$ cat src/rtl/reg_sum_gen.sv
// Purpose : step accumulator with parallel load, preset and a wrapping step counter;
//           build with REG_SUM_GEN_OVF_EN defined to get saturating steps and a sticky overflow flag.
// Latency : one cycle; every output is a flop.
// Backpressure : none; a step, load or hold is accepted every clock with no bubbles.
module reg_sum_gen #(
   parameter int unsigned      WIDTH       = 9,
   parameter int unsigned      CNT_W       = 5,
   parameter logic [WIDTH-1:0] RESET_VALUE = WIDTH'(1),
   parameter logic [WIDTH-1:0] SET_VALUE   = {{(WIDTH-1){1'b1}}, 1'b0},
   parameter int unsigned      STEP        = 2
) (
   input  logic             clock,
   input  logic             reset,
   input  logic             set,
   input  logic             enable,
   input  logic             load,
   input  logic [WIDTH-1:0] datain,
   output logic [WIDTH-1:0] dataout,
   output logic [CNT_W-1:0] count,
   output logic             overflow
);

   // Increment at datapath width; STEP is bounded to 2^WIDTH-1, so nothing is lost.
   localparam logic [WIDTH-1:0] STEP_W   = WIDTH'(STEP);
   localparam logic [WIDTH-1:0] ALL_ONES = {WIDTH{1'b1}};
   localparam logic [CNT_W-1:0] CNT_ONE  = CNT_W'(1);

   // Reject parameter sets the datapath was not built for.
   if (WIDTH < 2 || WIDTH > 32) begin : g_bad_width
      $error("reg_sum_gen: WIDTH must be in 2..32");
   end
   if (CNT_W < 1 || CNT_W > 16) begin : g_bad_cnt_w
      $error("reg_sum_gen: CNT_W must be in 1..16");
   end
   if (STEP < 1 || longint'(STEP) >= (longint'(1) << WIDTH)) begin : g_bad_step
      $error("reg_sum_gen: STEP must be in 1..2^WIDTH-1");
   end

   logic [WIDTH-1:0] dataout_q, dataout_d;
   logic [CNT_W-1:0] count_q,   count_d;
   logic [WIDTH-1:0] sum_lo;

   // Decoded operation for this edge; reset is handled in the register process.
   logic op_set, op_load, op_step;

   // Priority decode: set over load over step; anything else holds.
   always_comb begin
      op_set  = set;
      op_load = !set && enable && load;
      op_step = !set && enable && !load;
   end

`ifdef REG_SUM_GEN_OVF_EN
   logic overflow_q, overflow_d;
   logic carry;

   // Step adder with the carry kept; a carry (or a prior overflow) means saturation.
   always_comb begin
      {carry, sum_lo} = {1'b0, dataout_q} + {1'b0, STEP_W};
   end

   // Next-state: a saturated step freezes the counter and latches overflow until set/reset.
   always_comb begin
      dataout_d  = dataout_q;
      count_d    = count_q;
      overflow_d = overflow_q;
      if (op_set) begin
         dataout_d  = SET_VALUE;
         count_d    = '0;
         overflow_d = 1'b0;
      end else if (op_load) begin
         dataout_d  = datain;
      end else if (op_step) begin
         if (carry || overflow_q) begin
            dataout_d  = ALL_ONES;
            overflow_d = 1'b1;
         end else begin
            dataout_d  = sum_lo;
            count_d    = count_q + CNT_ONE;
         end
      end
   end

   // Overflow flag register with synchronous reset.
   always_ff @(posedge clock) begin
      if (reset) begin
         overflow_q <= 1'b0;
      end else begin
         overflow_q <= overflow_d;
      end
   end

   assign overflow = overflow_q;
`else
   // Step adder; the carry is dropped, so the value simply wraps modulo 2^WIDTH.
   always_comb begin
      sum_lo = dataout_q + STEP_W;
   end

   // Next-state: every step advances both value and counter.
   always_comb begin
      dataout_d = dataout_q;
      count_d   = count_q;
      if (op_set) begin
         dataout_d = SET_VALUE;
         count_d   = '0;
      end else if (op_load) begin
         dataout_d = datain;
      end else if (op_step) begin
         dataout_d = sum_lo;
         count_d   = count_q + CNT_ONE;
      end
   end

   // Without the overflow option the flag is tied low.
   assign overflow = 1'b0;
`endif

   // Accumulator and step-counter registers; reset dominates every other control.
   always_ff @(posedge clock) begin
      if (reset) begin
         dataout_q <= RESET_VALUE;
         count_q   <= '0;
      end else begin
         dataout_q <= dataout_d;
         count_q   <= count_d;
      end
   end

   assign dataout = dataout_q;
   assign count   = count_q;

endmodule
$ cat config.mk
export PLATFORM = sky130hd
export DESIGN_NAME = reg_sum_gen
export DESIGN_NICKNAME = d
export VERILOG_FILES = /design/src/rtl/reg_sum_gen.sv
export SDC_FILE = /design/constraint.sdc
export NUM_CORES = 1
export LEC_CHECK = 0
export ABC_CLOCK_PERIOD_IN_PS = 1300
export BUFFER_PORTS_ARGS = -buffer_cell sky130_fd_sc_hd__buf_2
export CORE_UTILIZATION = 48
export CTS_BUF_LIST = sky130_fd_sc_hd__clkbuf_4
export DETAILED_ROUTE_END_ITERATION = 10
export HOLD_SLACK_MARGIN = 0.02
export PLACE_DENSITY = 0.85
export SLEW_MARGIN = 20
export SYNTH_ARGS = -nofsm -noshare
export SYNTH_HDL_FRONTEND = slang
export SYNTH_SLANG_ARGS = --single-unit
$ cat constraint.sdc
create_clock -name clock -period 1.3 [get_ports clock]
set_clock_uncertainty 0.05 [all_clocks]
set_input_delay 0.26 -clock clock [delete_from_list [all_inputs] [get_ports clock]]
set_output_delay 0.26 -clock clock [all_outputs]
set_load 0.05 [all_outputs]
Yosys cells after proc, flatten, opt, wreduce, memory -nomap -nowiden. Index checks and enable logic that the tools add are counted. W data, S select, Z words.

Add/subtract/negate cells: 2. Muxes and demuxes: 3. Bitwise gates (word level): 1. Reductions and logical operators: 8.

Operators with widths (number): $mux W9 (3); $add A9 B2 Y9 const B (1); $add A5 B1 Y5 const B (1); $logic_and A1 B1 Y1 (3); $reduce_bool A3 Y1 (1); $logic_not A1 Y1 (2); $reduce_and A2 Y1 (1); $reduce_or A2 Y1 (1); $not A1 Y1 (1).

Register bits: 14. Input port bits: 14. Output and inout port bits: 15. Logic and storage cells: 16.

Depth between registers and ports, before layout.
Depth after elaboration: 6. Mapped depth: 5. Depth with buffers taken out: 4.

Least setup slack after synthesis. Ideal clock, no wire load.

Path kind: register -> register. Start: reg dataout_q[1], in the netlist dataout[1]. End: reg dataout_q[5], in the netlist dataout[5]. Setup time: 0.095 ns. Data arrival time: 1.446 ns. Required time: 1.155 ns. Slack: -0.291 ns. Cell stages (with the launch flop): 5. Buffers on the path: 0. Period minus slack after synthesis: 1.591 ns. Cell sequence: dfxtp_1 ha_1 nand3_1 xor2_1 a221oi_1.

Word-level cells in the longest chain between the ends: 4.

Ends and longest elaborated chain: start, declared (line 39) `logic [WIDTH-1:0] dataout_q, dataout_d;`; start signal, assigned (line 125) `dataout_q <= dataout_d;`; $add A9 B2 Y9 (line 97) `sum_lo = dataout_q + STEP_W;`; $mux W9 (line 109) `end else if (op_step) begin`; $mux W9 (line 107) `end else if (op_load) begin`; $mux W9 (line 104) `if (op_set) begin`.

Every way passes these cells. The select of a mux whose other input is x is not followed. A chain may end at the register's enable or synchronous reset.

Worst setup path after layout.
Start: reg count_q[3], in the netlist count[3]. End: out count[3].

RTL lines: start, declared (line 40) `logic [CNT_W-1:0] count_q, count_d;`; start signal, assigned (line 126) `count_q <= count_d;`; end, declared (line 19) `output logic [CNT_W-1:0] count,`.

No word-level cell between the ends.

==> impl_metrics.py <==
metrics = {
    "power": {
        "p_switching_mw": 0.325,
        "p_leak_nw": 0.410,
        "switching_share_pct": 32.4,
        "power_frac_clock_pct": 27.4,
        "powerDensity_nw_per_um2": 1110,
        "ir_worst_vdd_mv": 0.689,
        "seqPwrFrac_pct": 48.3,
        "total_power_mw": 1.00,
        "internal-power_mw": 0.677,
        "power_frac_comb_pct": 24.3,
    },
    "status": {
        "status": "completed",
    },
    "synth": {
        "synth_cell_types": 25,
        "synth_ff_type": "dfxtp_1",
        "yosysWarnings": 0,
        "netlist_area_um2": 694,
        "synth-seq-area-share_pct": 40.4,
        "synth_top_cells_by_area": "dfxtp_1, xor2_1, a221oi_1",
        "synth_fp_nets": 87,
        "ys_seq_elements": 14,
        "synthCells": 71,
        "ys_async_sr_fraction_pct": 0,
        "netlist.area_leader.share_pct": 40.4,
        "yosys.area.top_type": "dfxtp_1",
        "synth_edf_count": 0,
        "avgSynthCellArea_um2": 9.78,
    },
    "finish": {
        "area_growth_pct": 30.1,
        "fin_area_um2": 903,
        "antenna_cells": 0,
        "drive_above_1_share_pct": 46.5,
        "fin_util_pct": 68.6,
        "nets": 118,
    },
    "global_routing": {
        "busiest_layer": "met2",
        "grt_pass1_vias": 581,
        "use_met3_pct": 5.00,
        "use_met1_pct": 21.7,
        "grt_util_met2_pct": 41.9,
        "grt_util_all_layers_pct": 21.9,
        "grt_max_degree": 11,
        "antenna_found_initial": 0,
        "globalRouteOverflowTotal": 0,
        "grt_pass1_wl_um": 2330,
    },
    "clocking": {
        "cts_tree": "yes",
        "cts-hold-fix-buffers": 0,
        "clock_path_buffers": 2,
        "numCtsBuffers": 3,
        "clk_pin_slew_ns": 0.08,
        "cts.sinks": 14,
        "clk_latency_ns": 0.27,
        "htree_levels": 1,
        "ctsRootBufferMaster": "clkbuf_4",
    },
    "sta": {
        "setup_viol": 0,
        "slew_viol_final": 0,
        "post-route-period-util_pct": 96.5,
        "rsz0062_at_grt": "no",
        "fmax_mhz": 797,
        "finalSetupTns_ns": 0,
        "layout_setup_ws_ns": 0.0457,
        "period_needed_ns": 1.25,
        "hold_viol": 0,
    },
    "routing": {
        "vias": 678,
        "wirelength_um": 1540,
        "drt-initial-drc-count": 15,
        "first_pass_iters": 4,
        "via_per_inst": 5.84,
        "antenna_left": 0,
        "drcViolationCount": 0,
        "wire_per_inst_um": 13.2,
    },
    "setup_path": {
        "worst_ep_arrival_time_ns": 0.94,
        "max_stage_delay_ns": 0.39,
        "r2r_setup_slack_ns": 0.09,
        "endpoint_kind": "primary output",
        "critPathKind": "register to primary output",
        "crit_buf_inv": 1,
        "crit_chain": "buf_2",
        "crit_required_ns": 0.99,
        "crit_fanout": 3,
        "worstSetupStartpointType": "register",
        "crit_slowest_cell": "dfxtp_1",
        "critPathTopFamily": "flip-flops",
    },
    "die": {
        "die_h_um": 40.0,
        "ios": 29,
        "core.rowCount": 13,
        "fp.dieArea_um2": 1600,
        "initial_core_util_pct": 52.7,
        "die_w_um": 40.0,
        "core_um2": 1320,
    },
    "worst_hold_path": {
        "hold_class": "input pin to register",
    },
    "placed_design": {
        "port-buffer-count": 27,
        "place.gp.congestion": 0.751,
        "dp_hpwl_um": 1130,
        "dp_slack_ns": 0.0174,
        "placed_cell_area_um2": 871,
    },
    "job": {
        "maxCapViolCount": 0,
    },
}
==> final cells by class <==
type / instances / area (um^2)
clock buffer: 4 / 30.0
fill: 117 / 414
inverter: 2 / 7.51
multi-input combinational: 51 / 383
sequential: 14 / 304
tap: 15 / 18.8
timing repair buffer: 30 / 160
==> Yosys cell counts, types with 2 or more instances <==
cell and n:
nand3_1 3, xnor2_1 4, dfxtp_1 14, a221oi_2 2, o22ai_1 7, ha_1 2, and3_1 4, mux2i_1 2
nor2_1 5, buf_4 2, nand4_1 2, inv_1 2, xor2_1 6, a221oi_1 5
==> layer usage <==
layer,up-vias,part of all wire [%]
met3,4,5.5
met1,319,41
met4,0,1.2
met2,26,52
li1,329,-
met5,-,0
==> per-stage QoR <==
stage / hold slack [ns] / instances
after floorplan: 0.313 / 71
after global placement: 0.455 / 112
after detailed placement: 0.461 / 112
after CTS: 0.165 / 116
after global routing: 0.185 / 116
final: 0.167 / 116
==> cells in the final DEF (no fill, tap or decap) <==
| cell | netlist | layout |
|---|---|---|
| a221oi_1 | 5 | 5 |
| clkbuf_4 | 0 | 5 |
| nor3b_2 | 1 | 1 |
| o21bai_1 | 1 | 1 |
| buf_4 | 2 | 3 |
| o221ai_1 | 1 | 1 |
| inv_1 | 2 | 2 |
| nor2_1 | 5 | 5 |
| a21oi_1 | 1 | 1 |
| or2_1 | 1 | 1 |
| nand4_1 | 2 | 2 |
| dfxtp_2 | 0 | 4 |
| mux2i_1 | 2 | 2 |
| nand2_2 | 1 | 1 |
| nand3b_1 | 1 | 1 |
| buf_2 | 1 | 26 |
| nand3_1 | 3 | 3 |
| dfxtp_1 | 14 | 5 |
| xor2_1 | 6 | 6 |
| dfxtp_4 | 0 | 5 |
| conb_1 | 1 | 1 |
| and3_1 | 4 | 4 |
| nand2_1 | 1 | 1 |
| o22ai_1 | 7 | 7 |
| ha_1 | 2 | 2 |
| xnor2_1 | 4 | 4 |
| a221oi_2 | 2 | 2 |
==> registers in the layout, indices dropped and copies added, names as in the netlist <==
name	count
count	5
dataout	9
==> path summary, 6_finish.rpt <==
check,from,endpoint,cells after the start
worst max register to register,dataout[1],dataout[5],4
worst max-delay path,count[3],count[3],1
worst min register to register,count[4],count[4],2
worst min-delay path,set,dataout[0],2
==> kinds of logic after synthesis <==
kind of cell / synth area share [%]
AOI/OAI and AO/OA: 20.0
xor gates and xnor gates: 12.6
adders and majority gates: 3.60
buffers and inverters: 4.50
DFF: 40.4
muxes: 2.88
other: 0.540
and+or+nand+nor: 15.5
==> timing repair <==
item	CTS	global route
setup buffers	0	0
setup endpoints to repair	0	1
resized for setup	0	1
==> power groups by stage <==
stage / Sequential, mW / Clock (mW) / Combinational [mW]
final: 0.483 / 0.275 / 0.243
after global routing: 0.489 / 0.305 / 0.256
after CTS: 0.483 / 0.283 / 0.243
after detailed placement: 0.493 / 0 / 0.241
after global placement: 0.492 / 0 / 0.238
after floorplan: 0.575 / 0 / 0.0963
(Power assumes the default switching activity.)
